**config.mk**
```make
export PLATFORM = sky130hd
export DESIGN_NAME = bitflip_accum_flat
export DESIGN_NICKNAME = d
export VERILOG_FILES = /design/src/rtl/bitflip_accum_if.sv /design/src/rtl/bitflip_accum.sv /design/src/flat_wrapper.sv
export SDC_FILE = /design/constraint.sdc
export NUM_CORES = 1
export LEC_CHECK = 0
export CAP_MARGIN = 10
export CORE_ASPECT_RATIO = 0.5
export CORE_MARGIN = 2
export CORE_UTILIZATION = 42
export DETAILED_ROUTE_END_ITERATION = 6
export DONT_BUFFER_PORTS = 1
export SYNTH_ARGS = -nofsm -noshare
export SYNTH_HDL_FRONTEND = slang
export SYNTH_SLANG_ARGS = --single-unit
```
**constraint.sdc**
```tcl
create_clock -name clk -period 21.6 [get_ports clk]
set_input_delay 2.16 -clock clk [delete_from_list [all_inputs] [get_ports clk]]
set_output_delay 2.16 -clock clk [all_outputs]
set_load 0.005 [all_outputs]
```
**src/rtl/bitflip_accum_if.sv**
```systemverilog
// Handshake and result bus for bitflip_accum: beat input, per-beat flip count and session totals.
interface bitflip_accum_if #(
  parameter int DATA_W = 64,
  parameter int CNT_W  = 32,
  parameter int SUM_W  = $clog2(DATA_W + 1)
);
  logic              clear;
  logic              in_valid;
  logic              in_ready;
  logic [DATA_W-1:0] rd_data;
  logic [DATA_W-1:0] exp_data;
  logic              out_valid;
  logic              out_ready;
  logic [SUM_W-1:0]  out_flips;
  logic [CNT_W-1:0]  total_flips;
  logic [CNT_W-1:0]  total_beats;
  logic [CNT_W-1:0]  err_beats;
  logic              sat;
  logic [SUM_W-1:0]  max_flips;

  modport slave (
    input  clear, in_valid, rd_data, exp_data, out_ready,
    output in_ready, out_valid, out_flips, total_flips, total_beats, err_beats, sat, max_flips
  );

  modport master (
    output clear, in_valid, rd_data, exp_data, out_ready,
    input  in_ready, out_valid, out_flips, total_flips, total_beats, err_beats, sat, max_flips
  );
endinterface

```
**src/rtl/bitflip_accum.sv**
```systemverilog
// Readback error accumulator: two-stage popcount of rd_data^exp_data with saturating session totals.
// Define BITFLIP_ACCUM_MAX_EN to build the max_flips tracker; otherwise max_flips reads 0.
module pop_count4 (
  input  logic [3:0] i_nib,
  output logic [2:0] o_cnt
);
  assign o_cnt = 3'(i_nib[0]) + 3'(i_nib[1]) + 3'(i_nib[2]) + 3'(i_nib[3]);
endmodule

module bitflip_accum #(
  parameter int DATA_W = 64,
  parameter int CNT_W  = 32,
  parameter int SUM_W  = $clog2(DATA_W + 1)
) (
  input  logic clk,
  input  logic rst_n,
  bitflip_accum_if.slave bus
);
  localparam int NIB = DATA_W / 4;
  localparam int CW1 = CNT_W + 1;

  logic [DATA_W-1:0]   w_mismatch;
  logic [NIB-1:0][2:0] w_nib_cnt;
  logic [NIB-1:0][2:0] r_nib_cnt;
  logic                r_s1_valid;
  logic                r_s2_valid;
  logic [SUM_W-1:0]    r_s2_sum;
  logic [SUM_W-1:0]    w_sum;
  logic                w_stall;
  logic                w_accept;
  logic                w_s2_load;
  logic [CNT_W-1:0]    r_total_flips;
  logic [CNT_W-1:0]    r_total_beats;
  logic [CNT_W-1:0]    r_err_beats;
  logic                r_sat;
  logic [CW1-1:0]      w_flips_next;
  logic [CW1-1:0]      w_beats_next;
  logic [CW1-1:0]      w_err_next;

  assign w_stall     = r_s2_valid && !bus.out_ready;
  assign bus.in_ready = !w_stall && !bus.clear;
  assign w_accept    = bus.in_valid && bus.in_ready;
  // clear wins over a result arriving in S2 in the same cycle, so that beat is dropped
  assign w_s2_load   = !w_stall && r_s1_valid && !bus.clear;
  assign w_mismatch  = bus.rd_data ^ bus.exp_data;

  for (genvar g = 0; g < NIB; g++) begin : g_pop
    pop_count4 u_pop (
      .i_nib (w_mismatch[4*g +: 4]),
      .o_cnt (w_nib_cnt[g])
    );
  end

  always_comb begin
    w_sum = '0;
    for (int i = 0; i < NIB; i++) begin
      w_sum = w_sum + SUM_W'(r_nib_cnt[i]);
    end
  end

  always_ff @(posedge clk or negedge rst_n) begin
    if (!rst_n) begin
      r_s1_valid <= 1'b0;
      r_nib_cnt  <= '0;
      r_s2_valid <= 1'b0;
      r_s2_sum   <= '0;
    end else if (bus.clear) begin
      r_s1_valid <= 1'b0;
      r_nib_cnt  <= '0;
      r_s2_valid <= 1'b0;
      r_s2_sum   <= '0;
    end else if (!w_stall) begin
      r_s1_valid <= w_accept;
      if (w_accept) begin
        r_nib_cnt <= w_nib_cnt;
      end
      r_s2_valid <= r_s1_valid;
      if (r_s1_valid) begin
        r_s2_sum <= w_sum;
      end
    end
  end

  // The extra top bit of each next value flags an add that would pass the clamp limit
  assign w_flips_next = {1'b0, r_total_flips} + CW1'(w_sum);
  assign w_beats_next = {1'b0, r_total_beats} + CW1'(1);
  assign w_err_next   = {1'b0, r_err_beats} + CW1'(w_sum != '0);

  always_ff @(posedge clk or negedge rst_n) begin
    if (!rst_n) begin
      r_total_flips <= '0;
      r_total_beats <= '0;
      r_err_beats   <= '0;
      r_sat         <= 1'b0;
    end else if (bus.clear) begin
      r_total_flips <= '0;
      r_total_beats <= '0;
      r_err_beats   <= '0;
      r_sat         <= 1'b0;
    end else if (w_s2_load) begin
      r_total_flips <= w_flips_next[CNT_W] ? '1 : w_flips_next[CNT_W-1:0];
      r_total_beats <= w_beats_next[CNT_W] ? '1 : w_beats_next[CNT_W-1:0];
      r_err_beats   <= w_err_next[CNT_W]   ? '1 : w_err_next[CNT_W-1:0];
      r_sat         <= r_sat | w_flips_next[CNT_W] | w_beats_next[CNT_W] | w_err_next[CNT_W];
    end
  end

`ifdef BITFLIP_ACCUM_MAX_EN
  logic [SUM_W-1:0] r_max_flips;

  always_ff @(posedge clk or negedge rst_n) begin
    if (!rst_n) begin
      r_max_flips <= '0;
    end else if (bus.clear) begin
      r_max_flips <= '0;
    end else if (w_s2_load && (w_sum > r_max_flips)) begin
      r_max_flips <= w_sum;
    end
  end

  assign bus.max_flips = r_max_flips;
`else
  assign bus.max_flips = '0;
`endif

  assign bus.out_valid   = r_s2_valid;
  assign bus.out_flips   = r_s2_sum;
  assign bus.total_flips = r_total_flips;
  assign bus.total_beats = r_total_beats;
  assign bus.err_beats   = r_err_beats;
  assign bus.sat         = r_sat;
endmodule

```
**src/flat_wrapper.sv**
```systemverilog
// flat-port wrapper written by rule: the top's interface ports become plain ports
module bitflip_accum_flat 
#(
  parameter int DATA_W = 64,
  parameter int CNT_W  = 32,
  parameter int SUM_W  = $clog2(DATA_W + 1)
)
  (clk, rst_n, bus_clear, bus_in_valid, bus_rd_data, bus_exp_data, bus_out_ready, bus_in_ready, bus_out_valid, bus_out_flips, bus_total_flips, bus_total_beats, bus_err_beats, bus_sat, bus_max_flips);
  bitflip_accum_if #(.DATA_W(DATA_W), .CNT_W(CNT_W), .SUM_W(SUM_W)) bus_i ();
  input  logic clk;
  input  logic rst_n;
  input wire logic [$bits(bus_i.clear)-1:0] bus_clear;
  input wire logic [$bits(bus_i.in_valid)-1:0] bus_in_valid;
  input wire logic [$bits(bus_i.rd_data)-1:0] bus_rd_data;
  input wire logic [$bits(bus_i.exp_data)-1:0] bus_exp_data;
  input wire logic [$bits(bus_i.out_ready)-1:0] bus_out_ready;
  output wire logic [$bits(bus_i.in_ready)-1:0] bus_in_ready;
  output wire logic [$bits(bus_i.out_valid)-1:0] bus_out_valid;
  output wire logic [$bits(bus_i.out_flips)-1:0] bus_out_flips;
  output wire logic [$bits(bus_i.total_flips)-1:0] bus_total_flips;
  output wire logic [$bits(bus_i.total_beats)-1:0] bus_total_beats;
  output wire logic [$bits(bus_i.err_beats)-1:0] bus_err_beats;
  output wire logic [$bits(bus_i.sat)-1:0] bus_sat;
  output wire logic [$bits(bus_i.max_flips)-1:0] bus_max_flips;
  assign bus_i.clear = bus_clear;
  assign bus_i.in_valid = bus_in_valid;
  assign bus_i.rd_data = bus_rd_data;
  assign bus_i.exp_data = bus_exp_data;
  assign bus_i.out_ready = bus_out_ready;
  assign bus_in_ready = bus_i.in_ready;
  assign bus_out_valid = bus_i.out_valid;
  assign bus_out_flips = bus_i.out_flips;
  assign bus_total_flips = bus_i.total_flips;
  assign bus_total_beats = bus_i.total_beats;
  assign bus_err_beats = bus_i.err_beats;
  assign bus_sat = bus_i.sat;
  assign bus_max_flips = bus_i.max_flips;
  bitflip_accum #(.DATA_W(DATA_W), .CNT_W(CNT_W), .SUM_W(SUM_W)) u_core (.clk(clk), .rst_n(rst_n), .bus(bus_i));
endmodule
```
==> run_results.csv <==
group,metric,value,unit
yosys,synth-async-reset-ratio,1.00,
yosys,yosysUniqueCellTypes,64,
sta,period_share,0.357,
placement,place_hpwl,18900,microns
sta,period_minus_slack,7710,ps
sta,finalHoldViolations,0,
die,rows,41,
sta,slew_violations,0,
route,routedWlPerCell,18.2,microns
cells_and_area,fillers,2431,
cells_and_area,finalNetCount,1356,
yosys,synth_area_per_cell,9.41,sq um
sta,skew,11.8,ps
cells_and_area,syn_to_final_growth,8.60,%
run_status,status,"complete, no violations",
route,drt_iter0_drc,567,
worst_setup_path,path_common_cell,"fa_1",
die,die_height,116,microns
worst_setup_path,cpPeakStageDelay,550,ps
cells_and_area,regArea,3850,sq um
die,coreArea,25000,sq um
global_route,antenna_found_initial,0,
sta,slew_headroom,0.204,
global_route,grt_usage,0.204,
sta,worst_slew_pin_slew,1190,ps
yosys,synth-edff-count,0,
placement,gp_congestion,0.846,
worst_setup_path,crit_path_end_kind,"flip-flop",
worst_setup_path,crit_family,"adder cells",
cts,cts_setup_buffers,0,
route,first_pass_iters,5,
power,peakVddDrop,0.102,mV
worst_setup_path,critPathBufInv,1,
die,initial_utilization,0.424,
die,die_w,229,microns
cts,root_buffer,"clkbuf_16",
sta,fmax,130,MHz
worst_setup_path,crit_fanout,26,
sta,rsz0062_at_grt,"false",
sta,tns,0,ps
route,ant_nets,0,
yosys,synthCells,1126,
power,cellLeakagePower,5.17,nW
die,dieArea,26600,sq um
cts,cts_tree,"yes",
cts,cts_sinks,154,
worst_setup_path,cp_slowest_cell,"fa_1",
placement,port_buffers,0,
route,vias,8305,
die,ios,246,
worst_setup_path,crit_path_cell_trace,"ha_1, fa_1, xnor2_1, fa_1, fa_1, fa_1, fa_1, fa_1, inv_1, fa_1, ha_1, a21o_1, a21oi_1, o21bai_1, a21oi_1, xnor2_1, or4_1, ha_1, nand2_1, nor4_4, nand3_2, nor2_4, o21ai_0, o21ai_0",
cts,clk_pin_slew_worst_paths,70,ps
global_route,grt_max_degree,155,
power,power_density,108,nW/um^2
flow_run,cap_violations,0,
yosys,yosysWarnings,0,
cts,cts_buffers,17,
route,via_per_inst,5.67,
worst_setup_path,worst_setup_path_start_kind,"flip-flop",
worst_setup_path,required,21970,ps
cells_and_area,multi_input_area,6110,sq um
route,drc_errors,0,
sta,finalSetupViolations,0,
worst_setup_path,critPathKind,"reg -> reg",
global_route,grt_pass1_wl,43000,microns
global_route,overflow,0,
route,routed_wl,26600,microns
cts,h-tree-depth,4,
global_route,grt_pass1_vias,8204,
cells_and_area,final_core_util,0.461,
cts,clock_latency,440,ps
yosys,synth_ff_type,"dfrtp_1",
cts,ctsLongestPathBuffers,2,
cells_and_area,drive_gt1_frac,0.0527,
yosys,syn_area,10600,sq um
yosys,ys_seq_area_frac,0.364,
hold_path,hp-class,"reg -> reg",
cts,cts_resized,0,
cts,cts_hold_buf,0,
yosys,ys_seq_elements,154,
cells_and_area,diodes,0,
worst_setup_path,critPathArrivalTime,8080,ps
-- placed cells by master (no fill, tap or decap), types with 4 or more instances in the layout --
cell type,instances
nand3_1,40
nor2_1,53
nor4_4,4
xor2_1,37
or3_1,8
a31oi_1,13
clkbuf_16,17
a211oi_1,5
buf_4,7
dfrtp_1,154
and4_1,5
xnor2_1,44
fa_1,56
clkinvlp_4,4
a22o_1,43
nor4_1,4
a21o_1,6
nand4_1,27
o311ai_0,19
inv_1,120
nand2_1,113
o21ai_0,109
o21ai_1,14
nor3_1,17
conb_1,7
and3_1,8
a21oi_1,36
ha_1,60
o211ai_1,23
or4_1,4
-- worst register-to-register path, cell delays in order (launching register included) --
cell	delay [ps]
dfrtp_1	390
ha_1	240
fa_1	380
xnor2_1	180
fa_1	470
fa_1	520
fa_1	510
fa_1	510
fa_1	550
inv_1	50
fa_1	470
ha_1	320
a21o_1	160
a21oi_1	220
o21bai_1	80
a21oi_1	170
xnor2_1	200
or4_1	230
ha_1	200
nand2_1	190
nor4_4	520
nand3_2	270
nor2_4	530
o21ai_0	190
o21ai_0	100
-- flip-flops by register name, indices dropped and copies added, names as in the netlist --
signal	cells
u_core.bus.sat	1
u_core.r_s1_valid	1
u_core.bus.out_flips	7
u_core.bus.total_beats	32
u_core.bus.err_beats	32
u_core.bus.total_flips	32
u_core.r_nib_cnt	48
u_core.bus.out_valid	1
-- metal layers --
layer | part of all wire | track usage | vias up | wire, microns
met5 | 0 | 0 | - | 0
li1 | - | - | 3902 | -
met4 | 0.016 | 0.0588 | 0 | 439
met3 | 0.050 | 0.0518 | 36 | 1340
met2 | 0.51 | 0.359 | 241 | 13500
met1 | 0.43 | 0.252 | 4126 | 11400
-- cells in the mapped netlist, types with 4 or more instances --
master | count | area (sq um)
a21o_1 | 6 | 45.0
a31oi_1 | 13 | 81.3
nor4_1 | 4 | 25.0
o211ai_1 | 23 | 173
a22o_1 | 43 | 377
clkbuf_1 | 35 | 131
or3_1 | 8 | 50.1
nor3_1 | 18 | 90.1
o21ai_0 | 109 | 546
ha_1 | 60 | 751
or4_1 | 4 | 30.0
xor2_1 | 37 | 324
a21oi_1 | 37 | 185
nand4_1 | 27 | 169
nand2_1 | 114 | 428
and3_1 | 8 | 50.1
a211oi_1 | 5 | 37.5
o21ai_1 | 14 | 70.1
inv_1 | 120 | 450
xnor2_1 | 44 | 385
buf_2 | 6 | 30.0
fa_1 | 56 | 1120
and4_1 | 5 | 43.8
buf_4 | 8 | 60.1
nor4_4 | 4 | 85.1
o311ai_0 | 19 | 166
nand3_1 | 40 | 200
dfrtp_1 | 154 | 3850
nor2_1 | 54 | 203
-- path summary, 6_finish.rpt --
check / startpoint / end / slack (ps) / cells after the start
setup / recovery: u_core.r_nib_cnt[0] / u_core.bus.err_beats[29] / 13890 / 24
hold / removal: u_core.r_nib_cnt[9] / u_core.r_nib_cnt[9] / 480 / 2
setup reg to reg: u_core.r_nib_cnt[0] / u_core.bus.err_beats[29] / 13890 / 24
hold reg to reg: u_core.r_nib_cnt[9] / u_core.r_nib_cnt[9] / 480 / 2
max in group asynchronous: rst_n / u_core.r_nib_cnt[9] / 19850 / 0
min in group asynchronous: rst_n / u_core.r_nib_cnt[14] / 1420 / 0
-- power by group --
group	internal [mW]	total [mW]	switching, mW	leakage, nW
sequential	0.306	0.321	0.0159	2.12
combinational	0.263	0.611	0.349	2.76
clock	0.185	0.315	0.129	0.286
total	0.754	1.25	0.494	5.17
-- area by class of cell --
type,instances,share of cell area
multi-input combinational,806,0.531
clock inverter,13,0.0144
sequential,154,0.335
clock buffer,19,0.0385
inverter,121,0.0395
timing repair buffer,7,0.00457
tap,344,0.0374
-- cell families (layout without fill, tap and decap cells) --
logic type / Yosys count / in the layout / synth area share
simple gates: 307 / 307 / 0.148
compound gates: 295 / 295 / 0.180
buf+inv: 172 / 160 / 0.0645
flops: 154 / 154 / 0.364
fa+ha+maj: 116 / 116 / 0.177
xor+xnor: 81 / 81 / 0.0670
other cells: 1 / 7 / 0.000354
-- per-stage QoR --
step	cells	total power, mW	area, sq um	setup slack [ps]	hold slack [ps]
5_1_grt	1464	1.36	11500	13330	526
4_1_cts	1464	1.26	11500	13850	489
3_3_place_gp	1432	0.918	10900	14020	472
2_1_floorplan	1132	0.796	10600	14610	450
6_report	1464	1.25	11500	13890	482
3_5_place_dp	1432	0.941	10900	13870	476
Note: power is estimated with default switching activity, not from simulation.
